$ cat config.mk
export PLATFORM = sky130hd
export DESIGN_NAME = reg_scoreboard
export DESIGN_NICKNAME = d
export VERILOG_FILES = /design/src/rtl/reg_scoreboard.sv
export SDC_FILE = /design/constraint.sdc
export NUM_CORES = 1
export LEC_CHECK = 0
export ABC_CLOCK_PERIOD_IN_PS = 5750
export BUFFER_PORTS_ARGS = -buffer_cell sky130_fd_sc_hd__buf_2
export CAP_MARGIN = 20
export CORE_MARGIN = 2
export CORE_UTILIZATION = 45
export CTS_CLUSTER_DIAMETER = 80
export DETAILED_ROUTE_END_ITERATION = 10
export GPL_TIMING_DRIVEN = 0
export HOLD_SLACK_MARGIN = 0.03
export REMOVE_ABC_BUFFERS = 1
export SYNTH_ARGS = -nofsm -noshare
export SYNTH_HDL_FRONTEND = slang
export SYNTH_SLANG_ARGS = --single-unit
$ cat constraint.sdc
create_clock -name clk -period 5.75 [get_ports clk]
set_input_delay 1.725 -clock clk [delete_from_list [all_inputs] [get_ports clk]]
set_output_delay 1.725 -clock clk [all_outputs]
set_load 0.005 [all_outputs]
$ cat src/rtl/reg_scoreboard.sv
// Register scoreboard: per-register pending-write counters that drive the
// decode-stage RAW/full stall and a sticky underflow/overflow error flag.

// One pending-write counter plus its registered nonzero flag.
module reg_scoreboard_cnt #(
    parameter int CNT_W = 2
) (
    input  logic             clk,
    input  logic             rst,
    input  logic             inc,
    input  logic             dec,
    output logic [CNT_W-1:0] cnt,
    output logic             pend,
    output logic             bad
);
    localparam logic [CNT_W-1:0] CNT_MAX = '1;

    logic [CNT_W-1:0] cnt_q, cnt_d;
    logic             pend_q, pend_d;

    // Next count: inc+dec cancel; saturate at both ends and flag the attempt.
    always_comb begin
        cnt_d = cnt_q;
        bad   = 1'b0;
        unique case ({inc, dec})
            2'b10: begin
                if (cnt_q == CNT_MAX) bad = 1'b1;
                else                  cnt_d = cnt_q + CNT_W'(1);
            end
            2'b01: begin
                if (cnt_q == '0) bad = 1'b1;
                else             cnt_d = cnt_q - CNT_W'(1);
            end
            default: cnt_d = cnt_q;
        endcase
        pend_d = (cnt_d != '0);
    end

    // Counter and pending flag; async clear discards in-flight writes.
    always_ff @(posedge clk or posedge rst) begin
        if (rst) begin
            cnt_q  <= '0;
            pend_q <= 1'b0;
        end else begin
            cnt_q  <= cnt_d;
            pend_q <= pend_d;
        end
    end

    assign cnt  = cnt_q;
    assign pend = pend_q;
endmodule

module reg_scoreboard #(
    parameter int NUM_REGS = 16,
    parameter int ADDR_W   = 4,
    parameter int CNT_W    = 2
) (
    input  logic                clk,
    input  logic                rst,
    input  logic                id_valid,
    input  logic [ADDR_W-1:0]   src1,
    input  logic [ADDR_W-1:0]   src2,
    input  logic                use_src2,
    input  logic                id_wb_en,
    input  logic [ADDR_W-1:0]   id_dest,
    input  logic                flush,
    input  logic                wb_en,
    input  logic [ADDR_W-1:0]   wb_dest,
    output logic                stall,
    output logic [NUM_REGS-1:0] pending,
    output logic                err
);
    localparam int               SPAN    = 1 << ADDR_W;
    localparam logic [CNT_W-1:0] CNT_MAX = '1;

    logic [NUM_REGS-1:0][CNT_W-1:0] cnt;
    logic [NUM_REGS-1:0]            dec_vec, inc_vec, busy_vec, top_vec;
    logic [NUM_REGS-1:0]            pend_vec, bad_vec;
    logic [SPAN-1:0]                busy_ext, top_ext;
    logic                           src_hit, full, issue;
    logic                           err_q, err_d;

    // Per-register decode of write-back/issue and the hazard terms.
    // A same-cycle write-back clears the hazard: the register file writes
    // on negedge ahead of the decode read.
    for (genvar r = 0; r < NUM_REGS; r++) begin : g_reg
        assign dec_vec[r]  = wb_en && (wb_dest == ADDR_W'(r));
        assign inc_vec[r]  = issue && (id_dest == ADDR_W'(r));
        assign busy_vec[r] = (cnt[r] != CNT_W'(dec_vec[r]));
        assign top_vec[r]  = (cnt[r] == CNT_MAX) && !dec_vec[r];

        reg_scoreboard_cnt #(.CNT_W(CNT_W)) u_cnt (
            .clk  (clk),
            .rst  (rst),
            .inc  (inc_vec[r]),
            .dec  (dec_vec[r]),
            .cnt  (cnt[r]),
            .pend (pend_vec[r]),
            .bad  (bad_vec[r])
        );
    end

    // Widen to the full address space so any address indexes safely;
    // unimplemented registers never report busy or full.
    always_comb begin
        busy_ext                 = '0;
        top_ext                  = '0;
        busy_ext[NUM_REGS-1:0]   = busy_vec;
        top_ext[NUM_REGS-1:0]    = top_vec;
    end

    // Zero-latency stall and issue decision for the decode instruction.
    // No WAW check on id_dest: in-order write-back keeps ordering.
    always_comb begin
        src_hit = busy_ext[src1] || (use_src2 && busy_ext[src2]);
        full    = id_wb_en && top_ext[id_dest];
        stall   = !rst && id_valid && !flush && (src_hit || full);
        issue   = id_valid && !flush && !stall && id_wb_en;
        err_d   = err_q || (|bad_vec);
    end

    // Sticky error flag.
    always_ff @(posedge clk or posedge rst) begin
        if (rst) err_q <= 1'b0;
        else     err_q <= err_d;
    end

    assign pending = pend_vec;
    assign err     = err_q;
endmodule

# --- Word-level counts from Yosys, hierarchy flattened ---
# Cells that the tools add are included.
word_totals:
  in_bits: 23
  out_inout_bits: 18
  register_bits: 49
op_classes:
  magnitude_cmp: 3
  n_eq_ne: 94
  add_sub_neg: 32
  n_mux: 102
  n_reduce_logical: 113
ops:
  columns: ["operator", "n"]
  rows:
  - ["equality test 2 bit, second input constant", 32]
  - ["equality test 4 bit, second input constant", 16]
  - ["2-to-1 mux 2 bit", 32]
  - ["case mux 2 bit (2 select lines)", 16]
  - ["logical AND 1 bit", 56]
  - ["2-to-1 mux 1 bit", 35]
  - ["adder 2 x 1 -> 2 bit, second input constant", 16]
  - ["equality test 2 x 1 -> 1 bit, second input constant", 16]
  - ["equality test 4 x 3 -> 1 bit, second input constant", 8]
  - ["zero test 2 bit", 16]
  - ["!= test 2 x 1 -> 1 bit", 16]
  - ["case mux 1 bit (2 select lines)", 16]
  - ["nonzero test 2 bit", 16]
  - ["subtractor 2 x 1 -> 2 bit, second input constant", 16]
  - ["zero test 1 bit", 19]
  - ["equality test 4 x 2 -> 1 bit, second input constant", 4]
  - ["OR reduction 16 bit", 1]
  - ["< comparator 4 x 5 -> 1 bit, second input constant", 3]
  - ["binary-select mux 1 bit (select 4 bit)", 3]
  - ["equality test 4 x 1 -> 1 bit, second input constant", 2]
  - ["zero test 4 bit", 2]
  - ["logical OR 1 bit", 3]

# --- Logic depth before layout (Yosys ltp) ---
logic_depth:
  word_depth: 17
  mapped_depth: 17
  ltp_nobuf: 15

# --- Hierarchy ---
# Synthesis repeated with hierarchy kept, for this count alone.
hier_totals:
  cells_unflattened: 605
  hier_area_um2: 4658.2
by_module_without_submodules:
  columns: ["mod", "area_each_um2", "cells_per_inst", "seq_area_each_um2", "n_inst"]
  rows:
  - ["reg_scoreboard_cnt", 210.2, 25, 75.1, 16]
  - ["reg_scoreboard", 1295.0, 205, 25.0, 1]

# --- Worst setup path after synthesis ---
# Ideal clock, no wire load.
synth_path:
  path_type: "input to output"
  from: "input port wb_en"
  to: "output port stall"
  arrival_time_ns: 3.710
  n_path_buf: 1
  path_stages: 9
  path_slack_ns: 0.315
  path_cell_list: "and3b_1 > buf_2 > and3_1 > or4_1 > o2111a_1 > a2111oi_4 > a41oi_2 > o31ai_2 > nor2_1"
synth_between:
  elab_chain_len: 8
  elab_cells_between_ends: 75
  cone_classes: "eq/ne: 16; mux: 6; reduce/logical: 53"
synth_rtl:
  columns: ["item", "line", "rtl"]
  rows:
  - ["start, declared", "68", "input logic wb_en,"]
  - ["logical AND 1 bit", "88", "assign dec_vec[r] = wb_en && (wb_dest == ADDR_W'(r));"]
  - ["!= test 2 x 1 -> 1 bit / zero test 1 bit (equally long branches)", "90, 91", null]
  - ["binary-select mux 1 bit (select 4 bit) / logical AND 1 bit (equally long branches)", "116, 91", null]
  - ["2-to-1 mux 1 bit (not written as such) / binary-select mux 1 bit (select 4 bit) (equally long branches)", "116, 117", null]
  - ["logical AND 1 bit / 2-to-1 mux 1 bit (equally long branches)", "116, 117", null]
  - ["logical OR 1 bit / logical AND 1 bit (equally long branches)", "116, 117", null]
  - ["logical OR 1 bit (*)", "118", "stall = !rst && id_valid && !flush && (src_hit || full);"]
  - ["logical AND 1 bit (*)", "118", null]
  - ["end, declared", "70", "output logic stall,"]
# Mark *: on every way between the ends. The rest lies on a longest branch, timed or not. The select of a mux whose other input is x is not followed.

# --- Final worst setup path ---
layout_path:
  from: "input port wb_dest[3]"
  to: "output port stall"
layout_between:
  elab_chain_len: 9
  elab_cells_between_ends: 91
  cone_classes: "eq/ne: 31; mux: 6; reduce/logical: 54"
layout_rtl:
  columns: ["item", "line", "rtl"]
  rows:
  - ["start, declared", "69", "input logic [ADDR_W-1:0] wb_dest,"]
  - ["equality test 4 x 1 -> 1 bit (tied with other cells)", "88", null]
  - ["logical AND 1 bit", "88", null]
  - ["!= test 2 x 1 -> 1 bit / zero test 1 bit (equally long branches)", "90, 91", null]
  - ["binary-select mux 1 bit (select 4 bit) / logical AND 1 bit (equally long branches)", "116, 91", null]
  - ["2-to-1 mux 1 bit (not written as such) / binary-select mux 1 bit (select 4 bit) (equally long branches)", "116, 117", null]
  - ["logical AND 1 bit / 2-to-1 mux 1 bit (equally long branches)", "116, 117", null]
  - ["logical OR 1 bit / logical AND 1 bit (equally long branches)", "116, 117", null]
  - ["logical OR 1 bit (*)", "118", null]
  - ["logical AND 1 bit (*)", "118", null]
# Marked as above.

==> summary.txt <==
Placement
  • Dpl hpwl: between 10,000 and 15,000 um
  • PortBufs: 40
  • Gpl congestion: 0.972

Floorplanning
  • Die Ht: 103 um
  • Core area: roughly 9600 um^2
  • Row count: 36
  • Die width: between 100 and 150 um
  • Die Area: around 11,000 um^2
  • Initial Util: approximately 46%
  • Ports: 41

Final layout
  • Ant diodes: 0
  • Post-layout nets: 634
  • Synth-to-layout area growth: 7.23%
  • Share of cells above drive strength 1: between 10% and 20%
  • Fin util: 48.9%

Clock network
  • Root buffer cell: clkbuf_8
  • CTS tree: done
  • Clk slew on worst S/H paths: 0.08 ns
  • Clock sinks: 49
  • Inserted Clock Buffers: 5
  • CTS max path bufs: 2
  • Worst skew pair latency: 0.31 ns
  • H-tree depth: 2

Worst setup path
  • CP most frequent cell: buf_2
  • Max stage delay on crit path: 0.40 ns
  • WP data required: a little over 4 ns
  • Critical path fanouts, max: 8
  • Startpoint Class: input pin
  • Critical path's slowest cell: or3b_1
  • CP cell instances: buf_2, nand3b_1, o21ai_0, or3b_1, mux2i_1, nor3_1, or3_1, o31ai_4, nor2_1, buf_2
  • Worst EP arrival: ~4.0 ns
  • Crit. End Element: output port
  • Setup CP Type: input pin to output port
  • Reg2reg path depth: 14

STA
  • Relative slew slack: 61.6%
  • Post-route clock skew: ~0.0044 ns
  • Worst-Margin Slew: 0.575 ns
  • Crit path time final: around 5.7 ns
  • Final Setup Violations: 0
  • Fin. max-slew vios: 0
  • Achievable Freq: 0.176 GHz
  • Final worst-path cycle share: between 90% and 100%
  • Final hold vios: 0

Drt
  • Vias: between 4,000 and 5,000
  • Post-Route WL: ~13,000 um
  • Final ANT Viol Nets: 0
  • Number of DRC markers in iteration 0: 197
  • Vias per inst: around 5.9
  • DRC viols: 0
  • WL/cell: ~18 um
  • TritonRoute pass-1 iters: 5

Power
  • Power density cells: about 150 nW/um^2
  • Total power: 0.711 mW
  • Peak VDD IR: about 0.000078 V
  • P_leak: approximately 2.1 nW

GRT
  • GR Overflow Total: 0
  • Largest net degree at the start of global routing: 28
  • Vias in the first global route: slightly below 4,000
  • Antenna violations before repair: 0
  • Overall Global Routing Usage: 24.9%
  • First-pass GRT wire length: approximately 20,000 um

Yosys
  • Synth top area share: 27.9%
  • Synthesized area: 4400 um^2
  • Register area share after synthesis: between 20% and 30%
  • Post-synth ARST share: between 90% and 100%
  • Post-Synthesis Cells: around 560
  • YS warnings: 0
  • Top cells by count, synth: 65 x nand2_1, 49 x dfrtp_1, 48 x o21ai_0
  • Synth top area cells: dfrtp_1 28%, ha_1 9.1%, nand2_1 5.5%
  • Dominant synthesized flop cell: dfrtp_1
  • Synth Area per Inst: approximately 7.8 um^2
  • Yosys reg bits: 49
  • Post-synth EDFFs: 0
  • Most frequent cell after synthesis: nand2_1
  • Leading area contributor after synthesis: dfrtp_1
  • Library cells used by synthesis: between 60 and 70

Worst hold path
  • Hold crit path type: flop to flop
  • Hold Crit Depth: 2

Job
  • Max-cap violations: 0

Run status
  • Status: complete, no violations
## critical path: cells and delay by family
family	cells	cell delay (ns)
AO/OA/AOI/OAI	2	0.56
buffers and inverters	2	0.28
AND/OR/NAND/NOR	5	1.23
multiplexers	1	0.15
## routing by layer
metal | vias to the layer above | wire [um] | track usage [%]
li1 | 2051 | - | -
met1 | 2007 | 5960 | 33.9
met4 | 0 | 346 | 8.50
met2 | 111 | 5930 | 40.5
met3 | 26 | 519 | 3.59
met5 | - | 0 | 0
## per-stage QoR
| stage | setup WS [ns] | setup TNS, ns | hold slack (ns) | area (um^2) | std cells |
|---|---|---|---|---|---|
| 5_1_grt | -0.0409 | -0.0409 | 0.523 | 4710 | 713 |
| 6_report | 0.0727 | 0 | 0.500 | 4710 | 713 |
| 3_3_place_gp | -0.370 | -0.551 | 0.477 | 4560 | 702 |
| 3_5_place_dp | -0.374 | -0.624 | 0.489 | 4580 | 703 |
| 4_1_cts | 0.0656 | 0 | 0.508 | 4680 | 712 |
| 2_1_floorplan | 0.337 | 0 | 0.471 | 4190 | 529 |
## sequential cells by signal, summed over array words and instances (netlist names)
register / flops
g.u_cnt.pend: 16
err: 1
g.u_cnt.cnt: 32
## area by class of cell
class / instances / area [um^2]
Tap cell: 133 / 166
Timing Repair Buffer: 43 / 235
Sequential cell: 49 / 1230
Clock buffer: 8 / 80.1
Fill cell: 974 / 4920
Inverter: 42 / 158
Multi-Input combinational cell: 438 / 2850
## final timing paths
kind                                        from              endpoint  slack [ns]
setup / recovery                      wb_dest[3]                 stall        0.07
hold / removal                               err                   err        0.50
setup reg to reg           g_reg[8].u_cnt.cnt[0]                   err        1.62
hold reg to reg                              err                   err        0.50
max in group asynchronous                    rst  g_reg[14].u_cnt.pend        3.75
min in group asynchronous                    rst   g_reg[4].u_cnt.pend        1.46
## cell usage in the layout (no fill, tap or decap), types with 7 or more instances in the layout
master and n:
nand2_1 65, or3_1 12, a21oi_1 30, o31ai_1 8, nand3_1 25, buf_2 40
nor3_1 32, inv_1 40, dfrtp_1 49, nor2b_1 11, a31oi_1 7, ha_1 32
and2_1 9, and3_1 9, or2_2 17, nor2_1 30, o22ai_1 7, a21o_1 8
o21ai_0 48
## logic make-up after synthesis
group	synth area share, %
multiplexers	3.22
AO/OA/AOI/OAI	22.3
XOR/XNOR	0.797
adder cells (fa/ha/maj)	9.11
flip-flops	27.9
buffers and inverters	8.31
AND/OR/NAND/NOR	28.4
## report_power, final
part           total (mW)  internal, mW  switching, mW  leakage [nW]
Combinational       0.146        0.0514         0.0943          1.37
Sequential          0.366         0.356         0.0102         0.678
Clock               0.199        0.0866          0.112        0.0395
## timing repair
action	in CTS	in global routing
setup buffers	1	1
gates resized for setup	3	10
pin swaps	1	1
hold buffers	0	0
setup endpoints to repair	1	2
Power figures use the tool's default switching activity.
